[src/rtl/laundry_pump_arbiter.sv]
// rtl/laundry_pump_arbiter.sv - round-robin pump/valve arbiter with hold limit, settling gap and fault lockout
// Optional PUMP_ARB_PRIORITY_EN adds a prio input that narrows arbitration to prioritised requesters.
module laundry_pump_arbiter #(
  parameter int NUM_MACHINES = 4,
  parameter int MAX_HOLD     = 32,
  parameter int GAP_CYCLES   = 2
) (
  input  logic                            clock,
  input  logic                            reset,
  input  logic [NUM_MACHINES-1:0]         req,
  input  logic [NUM_MACHINES-1:0]         done,
`ifdef PUMP_ARB_PRIORITY_EN
  input  logic [NUM_MACHINES-1:0]         prio,
`endif
  input  logic                            pump_fault,
  output logic [NUM_MACHINES-1:0]         grant,
  output logic [$clog2(NUM_MACHINES)-1:0] owner,
  output logic                            busy,
  output logic [NUM_MACHINES-1:0]         time_out
);

  localparam int IW = $clog2(NUM_MACHINES);
  localparam int HW = $clog2(MAX_HOLD + 1);
  localparam int GW = $clog2(GAP_CYCLES + 2);

  typedef enum logic [1:0] {IDLE, GRANT, GAP, FAULT} state_t;

  state_t                  state_q, state_d;
  logic [NUM_MACHINES-1:0] grant_q, grant_d;
  logic [IW-1:0]           owner_q, owner_d;
  logic                    busy_q, busy_d;
  logic [NUM_MACHINES-1:0] time_out_q, time_out_d;
  logic [IW-1:0]           rr_q, rr_d;
  logic [HW-1:0]           hold_q, hold_d;
  logic [GW-1:0]           gap_q, gap_d;

  logic [NUM_MACHINES-1:0] cand;
  logic                    pick_found;
  logic [IW-1:0]           pick_idx;
  logic [IW-1:0]           next_ptr;
  int                      scan_idx;
  state_t                  after_release;

  always_comb begin
`ifdef PUMP_ARB_PRIORITY_EN
    cand = ((req & prio) != '0) ? (req & prio) : req;
`else
    cand = req;
`endif
    pick_found = 1'b0;
    pick_idx   = '0;
    scan_idx   = 0;
    for (int i = 0; i < NUM_MACHINES; i++) begin
      scan_idx = (int'(rr_q) + i) % NUM_MACHINES;
      if (!pick_found && cand[IW'(scan_idx)]) begin
        pick_found = 1'b1;
        pick_idx   = IW'(scan_idx);
      end
    end
  end

  assign next_ptr      = (owner_q == IW'(NUM_MACHINES - 1)) ? '0 : owner_q + IW'(1);
  assign after_release = (GAP_CYCLES > 0) ? GAP : IDLE;

  always_comb begin
    state_d    = state_q;
    grant_d    = grant_q;
    owner_d    = owner_q;
    time_out_d = '0;
    rr_d       = rr_q;
    hold_d     = hold_q;
    gap_d      = gap_q;

    case (state_q)
      IDLE: begin
        if (pick_found) begin
          grant_d = NUM_MACHINES'(1) << pick_idx;
          owner_d = pick_idx;
          hold_d  = HW'(1);
          state_d = GRANT;
        end
      end
      GRANT: begin
        // A release in the timeout cycle wins, so the owner sees no time_out.
        if (done[owner_q] || !req[owner_q] || (hold_q == HW'(MAX_HOLD))) begin
          if (!done[owner_q] && req[owner_q]) time_out_d[owner_q] = 1'b1;
          grant_d = '0;
          rr_d    = next_ptr;
          gap_d   = GW'(1);
          state_d = after_release;
        end else begin
          hold_d = hold_q + HW'(1);
        end
      end
      GAP: begin
        if (gap_q >= GW'(GAP_CYCLES)) state_d = IDLE;
        else                          gap_d   = gap_q + GW'(1);
      end
      FAULT: begin
        gap_d   = GW'(1);
        state_d = after_release;
      end
      default: state_d = IDLE;
    endcase

    if (pump_fault) begin
      state_d    = FAULT;
      grant_d    = '0;
      time_out_d = '0;
      rr_d       = rr_q;
    end

    busy_d = |grant_d;
  end

  always_ff @(posedge clock) begin
    if (reset) begin
      state_q    <= IDLE;
      grant_q    <= '0;
      owner_q    <= '0;
      busy_q     <= 1'b0;
      time_out_q <= '0;
      rr_q       <= '0;
      hold_q     <= '0;
      gap_q      <= '0;
    end else begin
      state_q    <= state_d;
      grant_q    <= grant_d;
      owner_q    <= owner_d;
      busy_q     <= busy_d;
      time_out_q <= time_out_d;
      rr_q       <= rr_d;
      hold_q     <= hold_d;
      gap_q      <= gap_d;
    end
  end

  assign grant    = grant_q;
  assign owner    = owner_q;
  assign busy     = busy_q;
  assign time_out = time_out_q;

endmodule

[config.mk]
export PLATFORM = sky130hd
export DESIGN_NAME = laundry_pump_arbiter
export DESIGN_NICKNAME = d
export VERILOG_FILES = /design/src/rtl/laundry_pump_arbiter.sv
export SDC_FILE = /design/constraint.sdc
export NUM_CORES = 1
export LEC_CHECK = 0
export CAP_MARGIN = 5
export CORE_MARGIN = 3
export CORE_UTILIZATION = 35
export CTS_CLUSTER_SIZE = 40
export DETAILED_ROUTE_END_ITERATION = 7
export PLACE_DENSITY_LB_ADDON = 0.05
export SLEW_MARGIN = 20
export SYNTH_ARGS = -nofsm -noshare
export SYNTH_HDL_FRONTEND = slang
export SYNTH_SLANG_ARGS = --single-unit
[constraint.sdc]
create_clock -name clock -period 1.88 [get_ports clock]
set_input_delay 0.188 -clock clock [delete_from_list [all_inputs] [get_ports clock]]
set_output_delay 0.188 -clock clock [all_outputs]
set_load 0.02 [all_outputs]
Word-level counts from Yosys, hierarchy flattened
Index checks and enable logic that the tools add are counted.

Bits in registers: 23. Latch bits: 0. Bits in writable memories: 0. ROM bits: 0. Output and inout port bits: 11. Memories: 0.

Add/sub/neg operators: 6. Multipliers: 0. Divide/modulo/power cells: 0. Magnitude comparators: 7. Eq/ne operators: 12. Shift operators: 1. Muxes and demuxes: 42. Bitwise gates (word level): 4. Reduce and logical (&&, ||, !) cells: 22.

Operators with widths (count): 2-bit two-way mux (11); 2-bit by 4-bit < comparator with 1-bit output, second input constant (4); 1-bit two-way mux (15); 1-bit binary-select mux with 2-bit select (6); 4-bit two-way mux (3); 6-bit two-way mux (2); 6-bit one-hot mux with 2 select lines (1); 3-bit AND reduction (4); 3-bit != test, second input constant (3); 2-bit != test, second input constant (4); 2-bit one-hot mux with 4 select lines (1); 4-bit one-hot mux with 2 select lines (1); 2-bit by 1-bit adder with 2-bit output, second input constant (3); 6-bit by 1-bit adder with 6-bit output, second input constant (1); 2-bit equality test, second input constant (3); 6-bit equality test, second input constant (1); 2-bit one-hot mux with 3 select lines (1); 1-bit logical AND (5); 1-bit logical NOT (5); 5-bit OR reduction (1); 2-bit adder, second input constant (2); 1-bit inverter (4); 4-bit OR reduction (1); 1-bit by 2-bit << shifter with 4-bit output, first input constant (1); 10 further kinds (11).

Longest topological paths before layout
Gate-level depths: netlist of run 1.

Depth after elaboration: 18. Mapped depth: 6. Depth with buffers taken out: 6.

Least setup slack after synthesis of run 1
Ideal clock, no wire load.

Path type: reg-to-reg. From: reg owner_q[1] (netlist: owner[1]). To: reg rr_q[0]. Setup time: 121 ps. Data arrival time: 1730 ps. Data required time: 1759 ps. Path slack: 29 ps. Cell stages (with the launch flop): 5. Buffers on the path: 0. Period minus slack after synthesis: 1851 ps. Cell sequence: dfxtp_1 -> inv_1 -> mux4_2 -> a211oi_2 -> mux2_2.

Word-level cells in the longest chain between the ends: 6.

RTL lines: start: declaration (line 30) `logic [IW-1:0] owner_q, owner_d;`; start signal: assignment (line 129) `owner_q <= owner_d;`; 1-bit binary-select mux with 2-bit select (line 85) `if (done[owner_q] || !req[owner_q] || (hold_q == HW'(MAX_HOLD))) begin`; 1-bit two-way mux (not written as such) (line 85); 1-bit logical NOT (line 85); 1-bit logical OR (2 in a row) (line 85); 3-bit AND reduction (no source line); end signal: assignment (line 132) `rr_q <= rr_d;`; end: declaration (line 33) `logic [IW-1:0] rr_q, rr_d;`.

Several ways; a longest one is shown, not always the timed one. The select of a mux whose other input is x is not followed. A chain may end at the register's enable or synchronous reset.

Worst setup path in the final report of run 1
From: reg owner_q[1] (netlist: owner[1]). To: reg hold_q[2].

Word-level cells in the longest chain between the ends: 7.

RTL lines: 1-bit binary-select mux with 2-bit select (line 85); 1-bit two-way mux (not written as such) (line 85); 1-bit logical NOT (line 85); 1-bit logical OR * (2 in a row) (line 85); 2-bit != test (no source line) *; 3-bit AND reduction (no source line) *; end signal: assignment (line 133) `hold_q <= hold_d;`; end: declaration (line 34) `logic [HW-1:0] hold_q, hold_d;`.

Every way passes the cells marked *; elsewhere a longest branch is shown, timed or not. The select of a mux whose other input is x is not followed.

==> qor.txt, run 1 <==
CTS max path bufs = 2
CTS tree = done
Hold_buf cts = 0
Final GP Congestion = 0.7373
Chip width = 65.58 µm
Port bufs = 21
Num CTS Buffers = 3
CP startpoint kind = flip-flop
Remaining Overflow, GRT = 0
Iter 0 DRT Violations = 82
Die height = 65.58 µm
Ys async rst share = 0%
Status = complete, no violations
Cell Rows = 21
Post-Place Setup Slack = -0.2080 ns
RSZ-0062 raised after global routing = false
Crit-path max cell delay = 0.58 ns
Vias/cell = 5.183
Placed Cells = 226
Worst vdd ir = 0.2405 mV
First-pass GRT wire length = 5209 µm
Dominant synthesized flop cell = dfxtp_1
Top delay family on crit path = multiplexers
Worst path arrival time = 2.01 ns
Area growth from synthesis to layout = 35.85%
DR vias = 1,192
Final Worst Setup Slack = 0.1275 ns
Initial antenna violation count = 0
Drt wl/cell = 13.15 µm
Final setup viols = 0
CP Capture Type = flip-flop
Yosys reg bits = 23
Total Wirelength = 3024 µm
Nets = 203
Worst-Skew Late Latency = 0.32 ns
# IOs = 22
Multi-input gate area = 755.7 µm²
Post-synth EDFFs = 0
CTS Root Buffer Type = clkbuf_4
Ys Warns = 0
Min Tclk post-route = 1.752 ns
Fillers = 341
H-tree depth = 1
CORE AREA = 3390 µm²
Post-synth cell types = 37
Highest Clock Rate = 570.6 MHz
Die area = 4301 µm²
Hold Vio Cnt, Final = 0
Post-synthesis sequential area ratio = 37.06%
Cells after Synth = 140
Slew HR = 73.00%
Mean Syn Cell Area = 8.875 µm²
Placement Cell Area = 1660 µm²
Leak = 0.6606 nW
Pwr Density = 583.8 nW/µm²
Pre-Repair DR Iteration Count = 4
Fin cells = 230
Final max-slew violation count = 0
Clk pin slew, worst setup/hold paths = 0.13 ns
Layout cells sized above 1 = 16.85%
Worst path buffer plus inverter count = 1
Synth area leaders = dfxtp_1 37%, ha_1 7.0%, nor2b_1 5.0%
Commonest cells after routing, fill and taps aside = 22 x dfxtp_1, 21 x clkdlybuf4s50_1, 21 x buf_4, 10 x nor2b_1, 10 x nor2_1
Yosys top cell area share = 37.06%
Crit-path cells = inv_1 > mux4_2 > or4_1 > a21oi_1
GRT Util Overall = 15.35%
Setup Crit Path Kind = flip-flop to flip-flop
WP data required = 2.14 ns
# diodes = 0
Largest net degree at the start of global routing = 16
Post-DP HPWL = 2389 µm
Period utilization = 93.22%
Number of global-route vias before repair = 1,139
Design Area, Final = 1688 µm²
Commonest non-fill, non-tap cell in the layout = dfxtp_1
Starting Density = 36.66%
Routed Antenna Nets = 0
Synth area leader = dfxtp_1
Final clock skew = 0.008239 ns
Crit-path slowest cell = mux4_2
Worst slew pin tran = 0.4050 ns
Final hold slack = 0.5076 ns
Syn nets = 158
Residual DRC = 0
Cell Area, Synth = 1242 µm²
Core Util, Final = 49.80%
Num Clock Sinks = 23
Max Cap Viol = 0
Critical path peak fanout = 5
Register area = 461.7 µm²
Min-Delay Path Class = flip-flop to flip-flop
==> cells by family (layout without fill, tap and decap cells) <==
logic type,count (synthesis),after routing,synth area share (%)
compound gates,32,32,16.72
fa+ha+maj,7,7,7.049
buf+inv,7,51,2.115
flops,23,23,37.06
mux,5,5,6.143
simple gates,66,66,30.92
==> cell type report <==
type                    instances  share of cell area (%)
multi-input cells             110                   44.77
repair buffers                 42                   21.79
well taps                      46                   3.410
flip-flops and latches         23                   27.35
clock buffers                   4                   1.557
inverters                       5                   1.112
==> synthesized netlist by cell type, types with 2 or more instances <==
master	n
dfxtp_1	23
nor2_1	10
nor2b_1	10
a21oi_1	9
nand2b_1	9
ha_1	7
nand3_1	7
and2_1	5
inv_1	5
o21ai_0	5
o22ai_1	5
or3_1	5
nand4_1	4
nand2_1	3
o31ai_1	3
or4_1	3
and3_1	2
clkbuf_1	2
mux2i_1	2
mux4_2	2
nand4b_1	2
o21bai_1	2
==> worst reg2reg max path, delay by kind of cell (launching register included) <==
| kind | cells | cell delay, ns |
|---|---|---|
| flops | 1 | 0.33 |
| mux | 1 | 0.58 |
| compound gates | 1 | 0.14 |
| simple gates | 1 | 0.53 |
| buf+inv | 1 | 0.12 |
==> state kept, by name, indices dropped and copies added, names as in the netlist <==
signal and count:
gap_q 2, rr_q 2, busy 1, time_out 4
state_q 2, grant 4, hold_q 6, owner 2
==> path summary, 6_finish.rpt <==
path	start	endpoint	slack, ns	cells after the start
setup / recovery	owner[1]	hold_q[2]	0.13	4
hold reg to reg	grant[0]	grant[0]	0.51	2
setup reg to reg	owner[1]	hold_q[2]	0.13	4
hold / removal	grant[0]	grant[0]	0.51	2
==> routing by layer <==
layer	GRT usage [%]	wire [µm]	part of all wire (%)	up-vias
met4	3.886	31	1.0	0
li1	-	-	-	604
met3	3.248	94	3.1	4
met1	20.00	1433	47	560
met2	25.66	1464	48	24
met5	0	0	0	-
==> report_power, final <==
part / leakage, nW / internal [W] / switching, W / total, W
logic: 0.458 / 0.000118 / 0.000109 / 0.000227
clock network: 0.0150 / 0.0000831 / 0.000151 / 0.000234
registers: 0.187 / 0.000507 / 0.0000173 / 0.000524
total: 0.661 / 0.000708 / 0.000278 / 0.000985
==> metrics by stage <==
step / power [W] / setup TNS, ns
finish: 0.0009853 / 0
global route: 0.001041 / 0
CTS: 0.0009934 / 0
detailed placement: 0.0007613 / -2.115
global placement: 0.0007576 / -1.921
floorplan: 0.0006473 / 0
==> what timing repair did <==
item | in CTS | in global routing
resized for setup | 0 | 1
buffers inserted | 0 | 0
setup endpoints to repair | 0 | 1
Power figures use the tool's default switching activity.
==> run 2: changes to the inputs <==
Settings changed: PLACE_DENSITY_LB_ADDON 0.05 to not set.
==> run 2 against run 1 <==
Via count hardly changed. Highest routed layer unchanged. Register-to-register slack barely moved. Largest cell class unchanged. Maximum frequency decreased by 0.73%.
==> qor.txt, run 2 (synthesis results as in run 1) <==
Status = complete, no violations (unchanged)
Min Tclk post-route = 1.765 ns (was 1.752 ns)
Num CTS Buffers = 3 (unchanged)
CP startpoint kind = flip-flop (unchanged)
Commonest non-fill, non-tap cell in the layout = dfxtp_1 (unchanged)
Min-Delay Path Class = flip-flop to flip-flop (unchanged)
Commonest cells after routing, fill and taps aside = 23 x dfxtp_1, 21 x clkdlybuf4s50_1, 19 x buf_4, 10 x nor2b_1, 10 x nor2_1 (was 22 x dfxtp_1, 21 x clkdlybuf4s50_1, 21 x buf_4, 10 x nor2b_1, 10 x nor2_1)
Min-delay src = grant[2] (was grant[0])
Chip width = 65.58 µm (unchanged)
Post-DP HPWL = 2443 µm (was 2389 µm)
Worst slew pin tran = 0.4062 ns (was 0.4050 ns)
Post_cts resized = 0 (unchanged)
Final max-slew violation count = 0 (unchanged)
Total Wirelength = 3016 µm (was 3024 µm)
Die area = 4301 µm² (unchanged)
Setup Crit Path Kind = flip-flop to flip-flop (unchanged)
Largest Register = hold_q (unchanged)
Fillers = 330 (was 341)
Total Power = 0.0009871 W (was 0.0009853 W)
DR vias = 1,193 (was 1,192)
Crit path from = owner[1] (unchanged)
Fin cells = 228 (was 230)
Final GP Congestion = 0.8017 (was 0.7373)
Port bufs = 21 (unchanged)
Clk pin slew, worst setup/hold paths = 0.14 ns (was 0.13 ns)
# diodes = 0 (unchanged)
Placed Cells = 224 (was 226)
Max FFs per register = 6 (unchanged)
Period utilization = 93.90% (was 93.22%)
Post CTS Setup Buffer Count = 0 (unchanged)
Num Clock Sinks = 23 (unchanged)
Cell Rows = 21 (unchanged)
CTS max path bufs = 2 (unchanged)
Starting Density = 36.66% (unchanged)
H-tree depth = 1 (unchanged)
Worst path arrival time = 2.03 ns (was 2.01 ns)
Slew HR = 72.69% (was 73.00%)
Remaining Overflow, GRT = 0 (unchanged)
Iter 0 DRT Violations = 48 (was 82)
CORE AREA = 3390 µm² (unchanged)
Drt wl/cell = 13.23 µm (was 13.15 µm)
WP data required = 2.14 ns (about the same)
Hold_buf cts = 0 (unchanged)
Critical path peak fanout = 5 (unchanged)
Total negative slack = 0 ns (unchanged)
Initial antenna violation count = 0 (unchanged)
Vias/cell = 5.232 (was 5.183)
Pwr Density = 590.0 nW/µm² (was 583.8 nW/µm²)
Worst R2R Start = owner[1] (unchanged)
Final setup viols = 0 (unchanged)
Final hold slack = 0.5030 ns (was 0.5076 ns)
Layout cells sized above 1 = 15.93% (was 16.85%)
GRT Util Overall = 15.09% (was 15.35%)
First-pass GRT wire length = 5037 µm (was 5209 µm)
Routed Antenna Nets = 0 (unchanged)
CP Capture Type = flip-flop (unchanged)
Nets = 201 (was 203)
RSZ-0062 raised after global routing = false (unchanged)
Worst-Skew Late Latency = 0.32 ns (about the same)
Worst vdd ir = 0.5208 mV (was 0.2405 mV)
Area growth from synthesis to layout = 34.64% (was 35.85%)
Final clock skew = 0.008947 ns (was 0.008239 ns)
Pre-Repair DR Iteration Count = 4 (unchanged)
Max Cap Viol = 0 (unchanged)
Residual DRC = 0 (unchanged)
Core Util, Final = 49.35% (was 49.80%)
Highest Clock Rate = 566.5 MHz (was 570.6 MHz)
Die height = 65.58 µm (unchanged)
Leak = 0.6535 nW (was 0.6606 nW)
# IOs = 22 (unchanged)
Largest net degree at the start of global routing = 16 (unchanged)
CTS tree = done (unchanged)
Number of global-route vias before repair = 1,179 (was 1,139)
Hold Vio Cnt, Final = 0 (unchanged)
CTS Root Buffer Type = clkbuf_4 (unchanged)
==> run 2: changes by cell type in the layout (fill, tap and decap cells not counted) <==
| cell | before | now |
|---|---|---|
| dfxtp_1 | 22 | 23 |
| dfxtp_2 | 1 | 0 |
| clkinv_2 | 0 | 1 |
| buf_4 | 21 | 19 |
| clkbuf_1 | 1 | 0 |
==> run 2: power by group <==
group | internal (W) | switching (W)
clock | 0.0000796 | 0.000159
combinational | 0.000115 | 0.000108
sequential | 0.000507 | 0.0000185
==> run 2: metrics by stage <==
stage,area (µm²),setup slack [ns]
2_1_floorplan,1242,0.02891
3_3_place_gp,1645,-0.1246
3_5_place_dp,1645,-0.1699
4_1_cts,1673,0.1018
5_1_grt,1673,0.03056
6_report,1673,0.1147
==> run 2: layer usage <==
| metal | global-route usage (%) | vias to the layer above | share of wire, % | routed length [µm] |
|---|---|---|---|---|
| met5 | 0 | - | 0 | 0 |
| met2 | 26.42 | 18 | 52 | 1572 |
| li1 | - | 600 | - | - |
| met1 | 18.62 | 573 | 45 | 1347 |
| met3 | 4.274 | 2 | 2.7 | 82 |
| met4 | 2.332 | 0 | 0.46 | 14 |
==> run 2: final cells by class <==
type                       count  area, µm²  share of cell area (%)
inverter                       5      18.77                   1.122
clock inverter                 1      5.005                  0.2992
timing repair buffer          40      352.8                   21.09
multi-input combinational    110      755.7                   45.18
clock buffer                   3      22.52                   1.346
tap                           46      57.56                   3.441
sequential                    23      460.4                   27.52
==> run 2: final timing paths <==
path | end | slack [ns] | cells past startpoint
worst max-delay path | hold_q[2] | 0.11 | 4
worst min-delay path | grant[2] | 0.50 | 2
worst max register to register | hold_q[2] | 0.11 | 4
worst min register to register | grant[2] | 0.50 | 2
==> run 2: worst max-delay path: stages (launching register included) <==
cell and delay (ns):
dfxtp_1 0.34, inv_1 0.12, mux4_2 0.58, or4_1 0.51
a21oi_1 0.16
